===== src/rtl/fifo_ctrl_if.sv =====
// fifo_ctrl_if: handshake/status bundle between a FIFO client and fifo_ctrl.
//   master modport : client side, drives requests and thresholds, sees status
//   slave  modport : fifo_ctrl side, drives pointers, strobes and flags
// Signals:
//   push_req/pop_req   client requests for this cycle
//   th_af/th_ae        almost-full / almost-empty thresholds
//   wr_ptr/rd_ptr      memory addresses (registered)
//   push/pop           qualified memory strobes (combinational)
//   fifo_count         occupancy 0..MEM_SIZE
//   full/empty         registered boundary flags
//   almost_full/_empty threshold compares on the registered count
//   err_overflow/_underflow sticky request-while-full/empty flags
interface fifo_ctrl_if #(
  parameter int PTR_L = 3
);
  logic             push_req;
  logic             pop_req;
  logic [PTR_L-1:0] th_af;
  logic [PTR_L-1:0] th_ae;
  logic [PTR_L-1:0] wr_ptr;
  logic [PTR_L-1:0] rd_ptr;
  logic             push;
  logic             pop;
  logic [PTR_L-1:0] fifo_count;
  logic             full;
  logic             empty;
  logic             almost_full;
  logic             almost_empty;
  logic             err_overflow;
  logic             err_underflow;

  modport master (
    output push_req, pop_req, th_af, th_ae,
    input  wr_ptr, rd_ptr, push, pop, fifo_count, full, empty,
           almost_full, almost_empty, err_overflow, err_underflow
  );

  modport slave (
    input  push_req, pop_req, th_af, th_ae,
    output wr_ptr, rd_ptr, push, pop, fifo_count, full, empty,
           almost_full, almost_empty, err_overflow, err_underflow
  );
endinterface


===== src/rtl/fifo_ctrl.sv =====
// fifo_ctrl: pointer/occupancy controller for the FIFO memory bank.
// The data path bypasses this block; it only drives the memory's wr_ptr,
// rd_ptr, push and pop, and reports occupancy and error status.
// Ports:
//   clk      single clock, rising edge
//   reset_L  synchronous active-low reset
//   bus      fifo_ctrl_if.slave (requests, thresholds in; pointers, strobes,
//            count and flags out)
module fifo_ctrl #(
  parameter int MEM_SIZE  = 4,
  parameter int WORD_SIZE = 6,
  parameter int PTR_L     = 3
) (
  input  logic        clk,
  input  logic        reset_L,
  fifo_ctrl_if.slave  bus
);

  // The count must be able to hold MEM_SIZE; WORD_SIZE only passes through.
  if (MEM_SIZE > (2**PTR_L) - 1 || MEM_SIZE < 1 || WORD_SIZE < 1) begin : g_bad_params
    $error("fifo_ctrl: bad parameters MEM_SIZE=%0d PTR_L=%0d WORD_SIZE=%0d",
           MEM_SIZE, PTR_L, WORD_SIZE);
  end

  localparam logic [PTR_L-1:0] LAST  = PTR_L'(MEM_SIZE - 1);
  localparam logic [PTR_L-1:0] DEPTH = PTR_L'(MEM_SIZE);

  logic [PTR_L-1:0] wr_ptr_q, wr_ptr_d;
  logic [PTR_L-1:0] rd_ptr_q, rd_ptr_d;
  logic [PTR_L-1:0] count_q,  count_d;
  logic             full_q,   full_d;
  logic             empty_q,  empty_d;
  logic             ovf_q,    ovf_d;
  logic             unf_q,    unf_d;
  logic             push, pop;

  // Boundaries judged on registered state only: full+both accepts just the
  // pop, empty+both just the push, so one entry is never read and written
  // in the same cycle.
  assign push = reset_L & bus.push_req & ~full_q;
  assign pop  = reset_L & bus.pop_req  & ~empty_q;

  always_comb begin
    wr_ptr_d = wr_ptr_q;
    rd_ptr_d = rd_ptr_q;
    count_d  = count_q;
    if (push) wr_ptr_d = (wr_ptr_q == LAST) ? '0 : wr_ptr_q + 1'b1;
    if (pop)  rd_ptr_d = (rd_ptr_q == LAST) ? '0 : rd_ptr_q + 1'b1;
    case ({push, pop})
      2'b10:   count_d = count_q + 1'b1;
      2'b01:   count_d = count_q - 1'b1;
      default: count_d = count_q;
    endcase
    // Flags come from the next count so they always agree with fifo_count.
    full_d  = (count_d == DEPTH);
    empty_d = (count_d == '0);
    // Sticky errors look at the raw request, not the qualified strobe.
    ovf_d   = ovf_q | (bus.push_req & full_q);
    unf_d   = unf_q | (bus.pop_req  & empty_q);
  end

  always_ff @(posedge clk) begin
    if (!reset_L) begin
      wr_ptr_q <= '0;
      rd_ptr_q <= '0;
      count_q  <= '0;
      full_q   <= 1'b0;
      empty_q  <= 1'b1;
      ovf_q    <= 1'b0;
      unf_q    <= 1'b0;
    end else begin
      wr_ptr_q <= wr_ptr_d;
      rd_ptr_q <= rd_ptr_d;
      count_q  <= count_d;
      full_q   <= full_d;
      empty_q  <= empty_d;
      ovf_q    <= ovf_d;
      unf_q    <= unf_d;
    end
  end

  assign bus.wr_ptr        = wr_ptr_q;
  assign bus.rd_ptr        = rd_ptr_q;
  assign bus.push          = push;
  assign bus.pop           = pop;
  assign bus.fifo_count    = count_q;
  assign bus.full          = full_q;
  assign bus.empty         = empty_q;
  // Thresholds act combinationally so a threshold change is seen at once.
  assign bus.almost_full   = (count_q >= bus.th_af);
  assign bus.almost_empty  = (count_q <= bus.th_ae);
  assign bus.err_overflow  = ovf_q;
  assign bus.err_underflow = unf_q;

endmodule


===== src/flat_wrapper.sv =====
// flat-port wrapper written by rule: the top's interface ports become plain ports
module fifo_ctrl_flat 
#(
  parameter int MEM_SIZE  = 4,
  parameter int WORD_SIZE = 6,
  parameter int PTR_L     = 3
)
  (clk, reset_L, bus_push_req, bus_pop_req, bus_th_af, bus_th_ae, bus_wr_ptr, bus_rd_ptr, bus_push, bus_pop, bus_fifo_count, bus_full, bus_empty, bus_almost_full, bus_almost_empty, bus_err_overflow, bus_err_underflow);
  fifo_ctrl_if #(.PTR_L(PTR_L)) bus_i ();
  input  logic clk;
  input  logic reset_L;
  input wire logic [$bits(bus_i.push_req)-1:0] bus_push_req;
  input wire logic [$bits(bus_i.pop_req)-1:0] bus_pop_req;
  input wire logic [$bits(bus_i.th_af)-1:0] bus_th_af;
  input wire logic [$bits(bus_i.th_ae)-1:0] bus_th_ae;
  output wire logic [$bits(bus_i.wr_ptr)-1:0] bus_wr_ptr;
  output wire logic [$bits(bus_i.rd_ptr)-1:0] bus_rd_ptr;
  output wire logic [$bits(bus_i.push)-1:0] bus_push;
  output wire logic [$bits(bus_i.pop)-1:0] bus_pop;
  output wire logic [$bits(bus_i.fifo_count)-1:0] bus_fifo_count;
  output wire logic [$bits(bus_i.full)-1:0] bus_full;
  output wire logic [$bits(bus_i.empty)-1:0] bus_empty;
  output wire logic [$bits(bus_i.almost_full)-1:0] bus_almost_full;
  output wire logic [$bits(bus_i.almost_empty)-1:0] bus_almost_empty;
  output wire logic [$bits(bus_i.err_overflow)-1:0] bus_err_overflow;
  output wire logic [$bits(bus_i.err_underflow)-1:0] bus_err_underflow;
  assign bus_i.push_req = bus_push_req;
  assign bus_i.pop_req = bus_pop_req;
  assign bus_i.th_af = bus_th_af;
  assign bus_i.th_ae = bus_th_ae;
  assign bus_wr_ptr = bus_i.wr_ptr;
  assign bus_rd_ptr = bus_i.rd_ptr;
  assign bus_push = bus_i.push;
  assign bus_pop = bus_i.pop;
  assign bus_fifo_count = bus_i.fifo_count;
  assign bus_full = bus_i.full;
  assign bus_empty = bus_i.empty;
  assign bus_almost_full = bus_i.almost_full;
  assign bus_almost_empty = bus_i.almost_empty;
  assign bus_err_overflow = bus_i.err_overflow;
  assign bus_err_underflow = bus_i.err_underflow;
  fifo_ctrl #(.MEM_SIZE(MEM_SIZE), .WORD_SIZE(WORD_SIZE), .PTR_L(PTR_L)) u_core (.clk(clk), .reset_L(reset_L), .bus(bus_i));
endmodule

===== config.mk =====
export PLATFORM = sky130hd
export DESIGN_NAME = fifo_ctrl_flat
export DESIGN_NICKNAME = d
export VERILOG_FILES = /design/src/rtl/fifo_ctrl_if.sv /design/src/rtl/fifo_ctrl.sv /design/src/flat_wrapper.sv
export SDC_FILE = /design/constraint.sdc
export NUM_CORES = 1
export LEC_CHECK = 0
export CELL_PAD_IN_SITES_DETAIL_PLACEMENT = 1
export CELL_PAD_IN_SITES_GLOBAL_PLACEMENT = 2
export CORE_MARGIN = 8
export CORE_UTILIZATION = 27
export CTS_BUF_LIST = sky130_fd_sc_hd__clkbuf_4
export CTS_CLUSTER_DIAMETER = 150
export DETAILED_ROUTE_END_ITERATION = 10
export PLACE_DENSITY_LB_ADDON = 0.1
export SLEW_MARGIN = 20
export SYNTH_ARGS = -nofsm -noshare
export SYNTH_HDL_FRONTEND = slang
export SYNTH_SLANG_ARGS = --single-unit

===== constraint.sdc =====
create_clock -name clk -period 6 [get_ports clk]
set_input_delay 0.9 -clock clk [delete_from_list [all_inputs] [get_ports clk]]
set_output_delay 0.9 -clock clk [all_outputs]
set_load 0.005 [all_outputs]

Word level (Yosys, flattened, before mapping)
Index checks and enable logic that the tools add are counted.
{"block": "op_classes", "addsub": 4, "multipliers": 0, "div_mod_pow": 0, "order_cmp": 2, "n_eq_ne": 5, "shift": 0, "n_mux": 3, "bitwise_logic": 10, "n_reduce_logical": 1}
{"cell": "$add 3x1->3 const B", "n": 3}
{"cell": "$and 1x1->1", "n": 6}
{"cell": "$eq 3x2->1 const B", "n": 2}
{"cell": "$mux 3", "n": 2}
{"cell": "$pmux 3 s2", "n": 1}
{"cell": "$eq 3x3->1 const B", "n": 1}
{"cell": "$ge 3x3->1", "n": 1}
{"cell": "$le 3x3->1", "n": 1}
{"cell": "$logic_not 3->1", "n": 1}
{"cell": "$sub 3x1->3 const B", "n": 1}
{"cell": "$eq 2x1->1 const B", "n": 1}
{"cell": "$eq 2x2->1 const B", "n": 1}
{"cell": "$not 1->1", "n": 2}
{"cell": "$or 1x1->1", "n": 2}
{"block": "totals", "ff_bits": 13, "latch_bits": 0, "mem_bits_rw": 0, "romBits": 0, "output_inout_bits": 17, "wordCells": 32, "n_memories": 0}

Longest topological paths before layout
Gate-level depths: netlist (run 1).
{"block": "depth", "depth_word": 5, "depth_mapped": 8, "mapped_depth_nobuf": 7}

Worst setup path before layout (run 1)
OpenSTA, ideal clock, no wires.
{"block": "synth_path", "kind": "input -> register", "startpoint": "input reset_L", "endpoint": "register u_core.full_q, in the netlist u_core.bus.full", "setup_time_ns": 0.066, "arrival_time_ns": 2.593, "path_slack_ns": 3.341, "path_stages": 8, "path_buffers": 1, "cell_sequence": "inv_2 -> clkbuf_1 -> nor2_1 -> ha_1 -> fa_1 -> xnor2_1 -> or4_4 -> a21oi_2"}
{"block": "synth_between", "elab_chain_cells": 5, "elab_cells_between_ends": 8}
{"item": "start, declared", "line": "flat_wrapper.sv:11", "rtl": "input logic reset_L;"}
{"item": "$and 1x1->1, on equally long branches (2 in a row)", "line": "fifo_ctrl.sv:41, fifo_ctrl.sv:40"}
{"item": "$eq 2x1->1 or $eq 2x2->1 (tied branches)", "line": "fifo_ctrl.sv:49", "rtl": "case ({push, pop})"}
{"item": "$pmux 3 s2", "line": "fifo_ctrl.sv:49"}
{"item": "$eq 3x3->1", "line": "fifo_ctrl.sv:55", "rtl": "full_d = (count_d == DEPTH);"}
{"item": "end signal, assigned", "line": "fifo_ctrl.sv:75", "rtl": "full_q <= full_d;"}
{"item": "end, declared", "line": "fifo_ctrl.sv:31", "rtl": "logic full_q, full_d;"}
Several ways; a longest one is shown, not always the timed one.
A chain may end at the register's enable or synchronous reset.

Worst setup path in the final report (run 1)
{"block": "layout_path", "startpoint": "input bus_th_ae[1]", "endpoint": "output bus_almost_empty"}
{"block": "layout_between", "elab_chain_cells": 1}
{"item": "start, declared", "line": "flat_wrapper.sv:15", "rtl": "input wire logic [$bits(bus_i.th_ae)-1:0] bus_th_ae;"}
{"item": "$le 3x3->1", "line": "fifo_ctrl.sv:91", "rtl": "assign bus.almost_empty = (count_q <= bus.th_ae);"}
{"item": "end, declared", "line": "flat_wrapper.sv:24", "rtl": "output wire logic [$bits(bus_i.almost_empty)-1:0] bus_almost_empty;"}
Every way passes these cells.

==> results of run 1 <==
==> metrics by stage <==
stage | instances | power (mW)
2_1_floorplan | 81 | 0.126
3_3_place_gp | 135 | 0.153
3_5_place_dp | 135 | 0.155
4_1_cts | 139 | 0.216
5_1_grt | 139 | 0.226
6_report | 139 | 0.211
==> Yosys cell counts (2+ instances only) <==
cell      count  area share [%]
a21o_1        2             2.1
a21oi_1       9             6.3
clkbuf_1      2             1.0
dfxtp_1      13              36
ha_1          9              16
inv_1         6             3.1
nand2_1       7             3.7
nand2b_1      3             2.6
nand3_1       2             1.4
nand3b_1      3             3.1
nor2_1        7             3.7
nor2b_1       4             3.5
xor2_1        2             2.4
==> critical path, stage by stage <==
cell and delay (ps):
clkdlybuf4s50_1 450, inv_1 40, ha_1 270, nor2b_1 130, o21a_1 150, o21ai_0 150
clkdlybuf4s50_1 540
==> state kept, by name, indices dropped and copies added, names as in the netlist <==
name                      flops
u_core.bus.err_underflow      1
u_core.bus.empty              1
u_core.bus.full               1
u_core.bus.rd_ptr             3
u_core.bus.wr_ptr             3
u_core.bus.fifo_count         3
u_core.bus.err_overflow       1
==> power by group <==
group	total (mW)	switching [mW]	internal, mW
clock network	0.0596	0.0293	0.0303
registers	0.0974	0.00604	0.0914
logic	0.0539	0.0219	0.0320
==> worst max path at each step <==
stage                       startpoint          endpoint  slack [ps]  cells after the start
after global routing      bus_th_ae[1]  bus_almost_empty        2330                      7
final                     bus_th_ae[1]  bus_almost_empty        2460                      7
after global placement    bus_th_ae[1]  bus_almost_empty        2490                      7
after floorplan                reset_L   u_core.bus.full        3340                      8
after CTS                 bus_th_ae[1]  bus_almost_empty        2440                      7
after detailed placement  bus_th_ae[1]  bus_almost_empty        2430                      7
==> metal layers <==
metal | global-route usage [%] | wire [µm]
met2 | 14.6 | 892
met5 | 0 | 0
met3 | 4.47 | 161
met4 | 0.783 | 0
met1 | 8.85 | 723
==> placed cells by master (no fill, tap or decap) <==
cell type,instances
o21ai_0,1
o21a_1,1
o211ai_1,1
or4_4,1
xnor2_1,1
nand2b_1,3
inv_1,6
or3_1,1
xor2_1,2
dfxtp_1,13
clkbuf_4,4
mux2i_1,1
nor2b_1,4
clkdlybuf4s50_1,26
nand3_1,2
nand2_1,7
nand3b_1,3
a221o_1,1
a21oi_1,9
nor2_1,7
nor3b_1,1
a21o_1,2
fa_1,1
inv_2,1
ha_1,9
a21oi_2,1
==> kinds of logic after synthesis <==
| group | after synthesis | synth area share (%) |
|---|---|---|
| adders and majority gates | 10 | 18.5 |
| muxes | 1 | 1.40 |
| buffers and inverters | 9 | 4.72 |
| xor gates and xnor gates | 3 | 3.67 |
| DFF | 13 | 36.4 |
| and+or+nand+nor | 29 | 21.5 |
| AOI/OAI and AO/OA | 16 | 13.8 |
==> final cells by class <==
class / instances / area share, %
tap: 30 / 3.62
clock buffer: 4 / 2.90
inverter: 7 / 2.54
sequential: 13 / 25.1
timing repair buffer: 26 / 25.1
multi-input combinational: 59 / 40.7
==> results.json, run 1 <==
{
  "status": "complete, no violations",
  "wl_per_cell_um": 12.8,
  "synth_cells": 81,
  "async_reset_ff_share_pct": 0,
  "areaGrowthSynthToFinish_pct": 44.8,
  "whs_path_depth": 2,
  "leakagePower_nw": 0.452,
  "hold_start": "u_core.bus.rd_ptr[2]",
  "fin_crit_sh_pct": 59.1,
  "rsz0062_at_grt": "no",
  "grt_pass1_wl_mm": 2.95,
  "drc": 0,
  "pre_cts_ws_ps": 2430,
  "antenna_found_initial": 0,
  "grt_max_degree": 13,
  "syn_nets": 101,
  "vias": 653,
  "cap_violations": 0,
  "finalHoldViolCount": 0,
  "wl_mm": 1.78,
  "post-route-util_pct": 41.4,
  "ios": 27,
  "synth_warnings": 0,
  "synth_area_per_cell_um2": 8.84,
  "drt-pass1-iter-count": 4,
  "drtIter0Drc": 10,
  "hold_buffers": 0,
  "finalClockSkew_ps": 2.55,
  "core_um2": 2500,
  "crit_path_end_kind": "output port",
  "crit-reg2reg-launch": "u_core.bus.full",
  "dpl.hpwl_mm": 1.50,
  "criticalPathCategory": "input pin to output port",
  "seq_area_frac_synth_pct": 36.4,
  "ctsLongestPathBuffers": 2,
  "grt_overflow": 0,
  "antennaDiodeCount": 0,
  "ir_worst_vdd_uv": 118,
  "hold_path_class": "flop to flop",
  "synth_cell_types": 25,
  "clock-sinks": 13,
  "worst_pin_slew_ps": 302,
  "drt.antenna.violating_nets": 0,
  "die_h_um": 67.5,
  "finalInstanceArea_um2": 1040,
  "required_ps": 5100,
  "crit_path_start_kind": "input pin",
  "syn-cell-area_um2": 716,
  "cts_resized": 0,
  "slew_viol_final": 0,
  "min_to": "u_core.bus.rd_ptr[2]",
  "finalSetupTns_ps": 0,
  "crit_arrival_ps": 2640,
  "postLayoutSetupSlackWorst_ps": 2460,
  "cts_root_buf": "clkbuf_4",
  "relSlewSlack_pct": 79.7,
  "setup_viol": 0,
  "ys_ff_latch": 13,
  "hold_ws_ps": 450,
  "drive_above_1_share_pct": 6.42,
  "min_period_ps": 3540,
  "gp_congestion": 0.735,
  "grt.total_usage_pct": 8.28,
  "ff2ff_path_depth": 6,
  "synth-edff-count": 0,
  "r2r-end": "u_core.bus.empty",
  "grt_pass1_vias": 684,
  "fillers": 311,
  "r2r_setup_slack_ps": 3910,
  "htreeDepth": 1,
  "die-area_um2": 4550,
  "numCtsBuffers": 3,
  "rows": 18,
  "start_util_pct": 28.6,
  "clock_insertion_delay_worst_skew_ps": 270,
  "tritoncts": "done",
  "crit_fanout": 2,
  "seq_area_um2": 260,
  "numPortBuffers": 26,
  "placed_cell_area_um2": 1010,
  "synth_flop_cell": "dfxtp_1",
  "clk_pin_slew_ps": 80,
  "p_per_area_nw_per_um2": 204,
  "die_x_um": 67.5,
  "cts_setup_buffers": 0,
  "final_nets": 130,
  "avgViaCountPerCell": 4.70,
  "fmax_mhz": 282,
  "multiInputGateArea_um2": 422
}
Power figures use the tool's default switching activity.
==> run 2, diff against run 1 <==
--- a/config.mk
+++ b/config.mk
@@ -8,7 +8,7 @@
 export CELL_PAD_IN_SITES_DETAIL_PLACEMENT = 1
 export CELL_PAD_IN_SITES_GLOBAL_PLACEMENT = 2
 export CORE_MARGIN = 8
-export CORE_UTILIZATION = 27
+export CORE_UTILIZATION = 23
 export CTS_BUF_LIST = sky130_fd_sc_hd__clkbuf_4
 export CTS_CLUSTER_DIAMETER = 150
 export DETAILED_ROUTE_END_ITERATION = 10
==> constraint.sdc (replaced) <==
create_clock -name clk -period 3.1 [get_ports clk]
set_input_delay 0.465 -clock clk [delete_from_list [all_inputs] [get_ports clk]]
set_output_delay 0.465 -clock clk [all_outputs]
set_load 0.005 [all_outputs]
==> results.json, run 2 (synthesis results as in run 1) <==
{
  "multiInputGateArea_um2": 422,
  "postLayoutSetupSlackWorst_ps": 462,
  "core_um2": 3000,
  "clock-sinks": 13,
  "fmax_mhz": 379,
  "vias": 654,
  "drc": 0,
  "grt_pass1_vias": 729,
  "drive_above_1_share_pct": 7.27,
  "r2r-end": "u_core.bus.empty",
  "wl_per_cell_um": 12.3,
  "drtIter0Drc": 6,
  "dpl.hpwl_mm": 1.47,
  "htreeDepth": 1,
  "hold_start": "u_core.bus.wr_ptr[2]",
  "crit_path_start_kind": "input pin",
  "ff2ff_path_depth": 6,
  "drt.antenna.violating_nets": 0,
  "numCtsBuffers": 3,
  "whs_path_depth": 2,
  "worst_pin_slew_ps": 304,
  "crit_arrival_ps": 2170,
  "cts_resized": 0,
  "cts_setup_buffers": 0,
  "ctsLongestPathBuffers": 2,
  "finalPower_mw": 0.406,
  "grt.total_usage_pct": 7.35,
  "finalHoldViolCount": 0,
  "numPortBuffers": 26,
  "slew_viol_final": 0,
  "finalSetupTns_ps": 0,
  "hold_ws_ps": 452,
  "drt-pass1-iter-count": 4,
  "final_nets": 131,
  "die_h_um": 71.8,
  "leakagePower_nw": 0.456,
  "die_x_um": 71.8,
  "clock_insertion_delay_worst_skew_ps": 270,
  "antenna_found_initial": 0,
  "min_period_ps": 2640,
  "grt_overflow": 0,
  "grt_pass1_wl_mm": 2.97,
  "hold_buffers": 0,
  "tritoncts": "done",
  "die-area_um2": 5150,
  "start_util_pct": 23.8,
  "gp_congestion": 0.620,
  "hold_path_class": "flop to flop",
  "criticalPathCategory": "input pin to output port",
  "setup_viol": 0,
  "crit-reg2reg-launch": "u_core.bus.full",
  "fillers": 369,
  "ios": 27,
  "areaGrowthSynthToFinish_pct": 46.3,
  "p_per_area_nw_per_um2": 387,
  "fin_cells": 143,
  "antennaDiodeCount": 0,
  "r2r_setup_slack_ps": 970,
  "fin_crit_sh_pct": 85.1,
  "rows": 20,
  "grt_max_degree": 12,
  "dp_cells": 139,
  "seq_area_um2": 260,
  "pre_cts_ws_ps": 276,
  "rsz0062_at_grt": "no",
  "crit_path_end_kind": "output port",
  "crit_fanout": 2,
  "required_ps": 2630,
  "min_to": "u_core.bus.wr_ptr[2]",
  "relSlewSlack_pct": 79.6,
  "wl_mm": 1.76,
  "finalClockSkew_ps": 2.62,
  "ir_worst_vdd_uv": 84.8,
  "avgViaCountPerCell": 4.57,
  "layout_commonest_cell": "clkdlybuf4s50_1",
  "final_cell_mix": "26 x clkdlybuf4s50_1, 13 x dfxtp_1, 9 x a21oi_1, 9 x ha_1",
  "cts_root_buf": "clkbuf_4",
  "cap_violations": 0,
  "clk_pin_slew_ps": 80,
  "status": "complete, no violations"
}
[run 2: changes by cell type in the layout (fill, tap and decap cells not counted)]
cell,previous run,this run
buf_4,0,1
[run 2: per-stage QoR]
| step | area, µm² | util (%) |
|---|---|---|
| finish | 1050 | 34.9 |
| global route | 1050 | 34.9 |
| CTS | 1050 | 34.9 |
| detailed placement | 1020 | 33.9 |
| global placement | 1020 | 33.9 |
| floorplan | 716 | - |
[run 2: how the worst max path moves through the flow]
stage,startpoint,to,slack (ps),depth (start not counted)
after floorplan,reset_L,u_core.bus.full,880,8
after global routing,bus_th_ae[1],bus_almost_empty,350,7
final,bus_th_ae[1],bus_almost_empty,460,7
after detailed placement,reset_L,u_core.bus.empty,280,7
after CTS,bus_th_ae[1],bus_almost_empty,450,7
after global placement,reset_L,u_core.bus.empty,380,7
[run 2: area by class of cell]
class                           instances  area share (%)
Clock buffer                            4            2.87
Inverter                                7            2.51
Multi-Input combinational cell         59            40.3
Sequential cell                        13            24.9
Tap cell                               33            3.94
Timing Repair Buffer                   27            25.6
[run 2: layer usage]
layer,wire [µm],GRT usage (%),up-vias,share of wire (%)
met2,848,12.4,17,48
li1,-,-,336,-
met5,0,0,-,0
met1,782,7.40,299,44
met3,100,1.95,2,5.7
met4,32,6.12,0,1.8
[run 2: critical path: stages]
cell,delay [ps]
clkdlybuf4s50_1,450
inv_1,40
ha_1,270
nor2b_1,130
o21a_1,150
o21ai_0,140
clkdlybuf4s50_1,530
[run 2: report_power, final]
group	leakage (nW)	internal [mW]	switching, mW	total (mW)
registers	0.106	0.177	0.0120	0.189
logic	0.332	0.0626	0.0421	0.105
clock network	0.0184	0.0586	0.0537	0.112
==> variant 1, RTL diff (settings of run 1) <==
`PTR_L` is set to 3 in 3 places; all go to 4.
--- a/src/rtl/fifo_ctrl_if.sv
+++ b/src/rtl/fifo_ctrl_if.sv
@@ -12,5 +12,5 @@
 //   err_overflow/_underflow sticky request-while-full/empty flags
 interface fifo_ctrl_if #(
-  parameter int PTR_L = 3
+  parameter int PTR_L = 4
 );
   logic             push_req;
--- a/src/rtl/fifo_ctrl.sv
+++ b/src/rtl/fifo_ctrl.sv
@@ -10,5 +10,5 @@
   parameter int MEM_SIZE  = 4,
   parameter int WORD_SIZE = 6,
-  parameter int PTR_L     = 3
+  parameter int PTR_L     = 4
 ) (
   input  logic        clk,
--- a/src/flat_wrapper.sv
+++ b/src/flat_wrapper.sv
@@ -4,5 +4,5 @@
   parameter int MEM_SIZE  = 4,
   parameter int WORD_SIZE = 6,
-  parameter int PTR_L     = 3
+  parameter int PTR_L     = 4
 )
   (clk, reset_L, bus_push_req, bus_pop_req, bus_th_af, bus_th_ae, bus_wr_ptr, bus_rd_ptr, bus_push, bus_pop, bus_fifo_count, bus_full, bus_empty, bus_almost_full, bus_almost_empty, bus_err_overflow, bus_err_underflow);
Ports: changed (5 resized); port bits go from 27 to 32. No check against the original RTL was run, so the function may have changed too.
==> variant 1 against run 1 <==
Synthesized area up 39%. Cell area grew 33%. Sequential power increased by 23%. Setup slack worse by 0.16 ns. Cell count is 40% higher. Hold slack gained 0.026 ns. First-iteration DRC count rose by 30%. Count of clock-buffer cells in the layout is 1 lower. Clock skew is 0.0022 ns higher. Sequential cell count grew 3. Total power is 16% higher. Wire length increased by 47%. Sequential share of layout area shrank 2.0 points. Fmax down 4.4%.
==> variant 1: results <==
metrics = {
    "logic_synthesis": {
        "yosys.area_share.xor_xnor_pct": 5.29,
        "synth.yosys.seq_area_share_pct": 32.2,
        "mappedNetlistNets": 137,
        "synth.mux.area_fraction_pct": 3.02,
        "synth.lib_cells_used.distinct": 34,
        "synth_adder_area_share_pct": 15.1,
        "synth_top_cells_by_count": "16 x sky130_fd_sc_hd__dfxtp_1, 12 x sky130_fd_sc_hd__ha_1, 10 x sky130_fd_sc_hd__inv_1",
        "post_synth_main_area_contributors": "sky130_fd_sc_hd__dfxtp_1 32%, sky130_fd_sc_hd__ha_1 15%, sky130_fd_sc_hd__inv_1 3.8%, sky130_fd_sc_hd__a21oi_1 3.5%, sky130_fd_sc_hd__xnor2_1 3.5%",
        "asyncSetResetFlopFracSynth_pct": 0,
    },
    "routing": {
        "drt_wl_total_um": 2620,
        "wl_met2_um": 1360,
        "detail_route.first_pass.iterations": 2,
        "detail_route.wirelength.met1_um": 1120,
        "dr_total_vias": 900,
        "routed-wl-met3_um": 126,
        "route.top_layer_used": "met4",
    },
    "worst_setup_path": {
        "timing.critical_path.arrival_ns": 2.81,
        "critical-path-max-stage-delay_ns": 0.50,
    },
    "final_layout": {
        "clkCellAreaFrac_pct": 1.90,
        "area.share.sequential_pct": 23.2,
        "fillers": 437,
        "num-nets-final": 171,
        "signal_buffers": 31,
        "nonClockInverterCount": 12,
        "proportion_of_cell_area_occupied_by_multi_input_gates_pct": 44.9,
        "post_route_cells_drive_above_1_share_pct": 6.16,
        "nMultiInputCombCells": 83,
        "buffer_area_share_pct": 22.4,
    },
    "placement": {
        "dp_hpwl_um": 2150,
        "numPortBuffers": 31,
        "gpl.final_weighted_congestion": 0.721,
        "placement.setup.worst_slack_ns": 2.27,
        "place_area_um2": 1360,
    },
    "clock_network": {
        "cts_sinks": 16,
        "insertion_delay_ns": 0.29,
        "postCtsSetupBuffers": 0,
    },
    "global_route": {
        "grt_overall_usage_pct": 9.32,
        "number_of_global_route_vias_before_repair": 979,
        "met1_usage_pct": 9.68,
        "groute.layer.met2.usage_pct": 17.1,
        "grtUsageMet3_pct": 3.50,
        "grt_first_pass_wirelength_um": 4570,
    },
    "pwr": {
        "total_leakage_power_nw": 0.582,
        "max-vdd-ir-drop_uv": 69.9,
    },
    "sta": {
        "finalClockSkew_ns": 0.00471,
    },
    "die": {
        "die_w_um": 76.7,
    },
    "run_status": {
        "outcome": "finished, final reports clean",
    },
}
[variant 1: power by group]
| group | total, mW | internal (mW) | switching [mW] |
|---|---|---|---|
| Sequential | 0.120 | 0.112 | 0.00777 |
| Combinational | 0.0664 | 0.0373 | 0.0290 |
| Clock | 0.0589 | 0.0242 | 0.0347 |
| Total | 0.245 | 0.173 | 0.0715 |
[variant 1: final timing paths]
| check | depth (start not counted) | startpoint | slack (ns) | endpoint |
|---|---|---|---|---|
| worst max-delay path | 9 | bus_th_ae[1] | 2.29 | bus_almost_empty |
| worst min-delay path | 2 | u_core.bus.err_underflow | 0.48 | u_core.bus.err_underflow |
| worst max register to register | 8 | u_core.bus.full | 3.88 | u_core.bus.full |
| worst min register to register | 2 | u_core.bus.err_underflow | 0.48 | u_core.bus.err_underflow |
[variant 1: per-stage QoR]
step | utilization, % | std cells
2_1_floorplan | - | 113
3_3_place_gp | 37.6 | 190
3_5_place_dp | 37.6 | 190
4_1_cts | 38.3 | 194
5_1_grt | 38.3 | 194
6_report | 38.3 | 194
==> variant 2, RTL diff (config.mk and constraints of run 1) <==
Without the edit above. Make the reset (`reset_L`) asynchronous in one clocked block. Comments in the files are not updated.
--- a/src/rtl/fifo_ctrl.sv
+++ b/src/rtl/fifo_ctrl.sv
@@ -60,5 +60,5 @@
   end
 
-  always_ff @(posedge clk) begin
+  always_ff @(posedge clk or negedge reset_L) begin
     if (!reset_L) begin
       wr_ptr_q <= '0;
Formal check against the unedited RTL: differs if reset_L is asserted again (counterexample within 4 cycles, from zero or initial values and one cycle with reset_L low); with reset_L held inactive, the same outputs for 10 cycles.
==> variant 2 against run 1 <==
Setup slack got worse by 0.067 ns. Cell area increased by 2.8%. Critical path type unchanged. Synthesized area increased by 4.4%. Wire length decreased by 15%. Die area increased by 3.3%. Sequential cell count unchanged. Hold slack improved by 0.0072 ns. Non-clock buffer count unchanged.
Power is not compared: it rests on default switching activity, and its combinational part moved more than twofold at a synthesized area within 25%.
==> variant 2: results <==
metrics = {
    "run_status": {
        "outcome": "finished, final reports clean",
    },
    "clock_network": {
        "clock_path_buffers": 2,
        "number_of_buffers_created_by_cts": 3,
        "cts.repair.resized": 0,
    },
    "worst_setup_path": {
        "critical_path.reg2reg.endpoint": "u_core.bus.full",
        "timing.critical_path.arrival_ns": 2.71,
        "reg2reg_depth": 6,
        "cp-startpoint": "reset_L",
        "critPathCapture": "bus_push",
        "critical-path-max-stage-delay_ns": 0.87,
        "worstPathMaxFanout": 15,
        "timing.reg2reg.setup_slack_ns": 3.95,
        "regToRegStartpoint": "u_core.bus.full",
    },
    "placement": {
        "placement.setup.worst_slack_ns": 2.29,
        "numPlacedInstances": 125,
        "place_area_um2": 1030,
        "dp_hpwl_um": 1290,
        "gpl.final_weighted_congestion": 0.686,
        "numPortBuffers": 26,
    },
    "logic_synthesis": {
        "synth_top_cells_by_count": "12 x sky130_fd_sc_hd__dfrtp_1, 9 x sky130_fd_sc_hd__ha_1, 8 x sky130_fd_sc_hd__inv_1",
        "synth_adder_area_share_pct": 17.8,
        "asyncSetResetFlopFracSynth_pct": 100,
        "yosys.area_share.xor_xnor_pct": 4.69,
        "synth.lib_cells_used.distinct": 25,
        "mappedNetlistNets": 89,
        "synth-compound-area-share_pct": 13.6,
        "postSynthAreaPerCell_um2": 10.8,
        "post_synth_main_area_contributors": "sky130_fd_sc_hd__dfrtp_1 40%, sky130_fd_sc_hd__ha_1 15%, sky130_fd_sc_hd__a21o_1 5.0%, sky130_fd_sc_hd__mux2_2 4.5%, sky130_fd_sc_hd__inv_1 4.0%",
        "largest_family_of_logic_cells_by_synthesized_area": "adder cells",
        "synth.mux.area_fraction_pct": 4.52,
        "synth.yosys.seq_area_share_pct": 43.7,
    },
    "sta": {
        "maxClockFrequency_ghz": 0.277,
        "worstMarginPinSlew_ns": 0.630,
        "finalClockSkew_ns": 0.00310,
        "whs_ns": 0.457,
    },
    "final_layout": {
        "num-nets-final": 119,
        "fillers": 305,
        "post_route_cells_drive_above_1_share_pct": 9.18,
    },
    "pwr": {
        "clock_power_share_pct": 11.7,
        "cell_internal_pwr_mw": 0.320,
        "total_leakage_power_nw": 0.488,
        "power_combinational_mw": 0.263,
    },
    "worst_hold_path": {
        "count_of_cells_along_the_worst_hold_path": 1,
        "timing.hold.worst_endpoint": "u_core.bus.err_underflow",
        "hold_path_startpoint": "u_core.bus.err_underflow",
    },
    "global_route": {
        "grt_overall_usage_pct": 7.51,
        "grt_first_pass_wirelength_um": 2750,
        "maximum_number_of_pins_on_one_net_before_global_route_repair": 16,
        "number_of_global_route_vias_before_repair": 649,
    },
    "routing": {
        "post_drt_wl_per_cell_um": 11.7,
        "detail_route.first_pass.iterations": 4,
        "drt-vias-per-instance": 4.59,
        "drt_wl_total_um": 1510,
    },
}
==> variant 2: cell count changes in the layout (fill, tap and decap cells not counted), sizes merged, moves of 3 or more <==
cell / delta
nor2: -3
dfrtp: +12
a21oi: -8
dfxtp: -13
mux2: +3
nand2: -4
a21o: +3
==> variant 2: final cells by class <==
| cell class | instances | area (µm²) | share of cell area [%] |
|---|---|---|---|
| clock buffer | 4 | 30.0 | 2.82 |
| sequential | 13 | 327 | 30.7 |
| tap | 31 | 38.8 | 3.64 |
| multi-input combinational | 47 | 379 | 35.6 |
| timing repair buffer | 26 | 260 | 24.4 |
| inverter | 8 | 30.0 | 2.82 |
==> variant 2: per-layer routing <==
layer | track usage (%) | up-vias | wire [µm]
met3 | 1.29 | 5 | 132
met2 | 12.9 | 24 | 688
li1 | - | 293 | -
met5 | 0 | - | 0
met1 | 8.20 | 270 | 645
met4 | 5.37 | 0 | 46
==> variant 2: critical path: cells and delay by family <==
kind,cells,cell delay [ns]
buffers and inverters,3,1.48
AND/OR/NAND/NOR,1,0.32
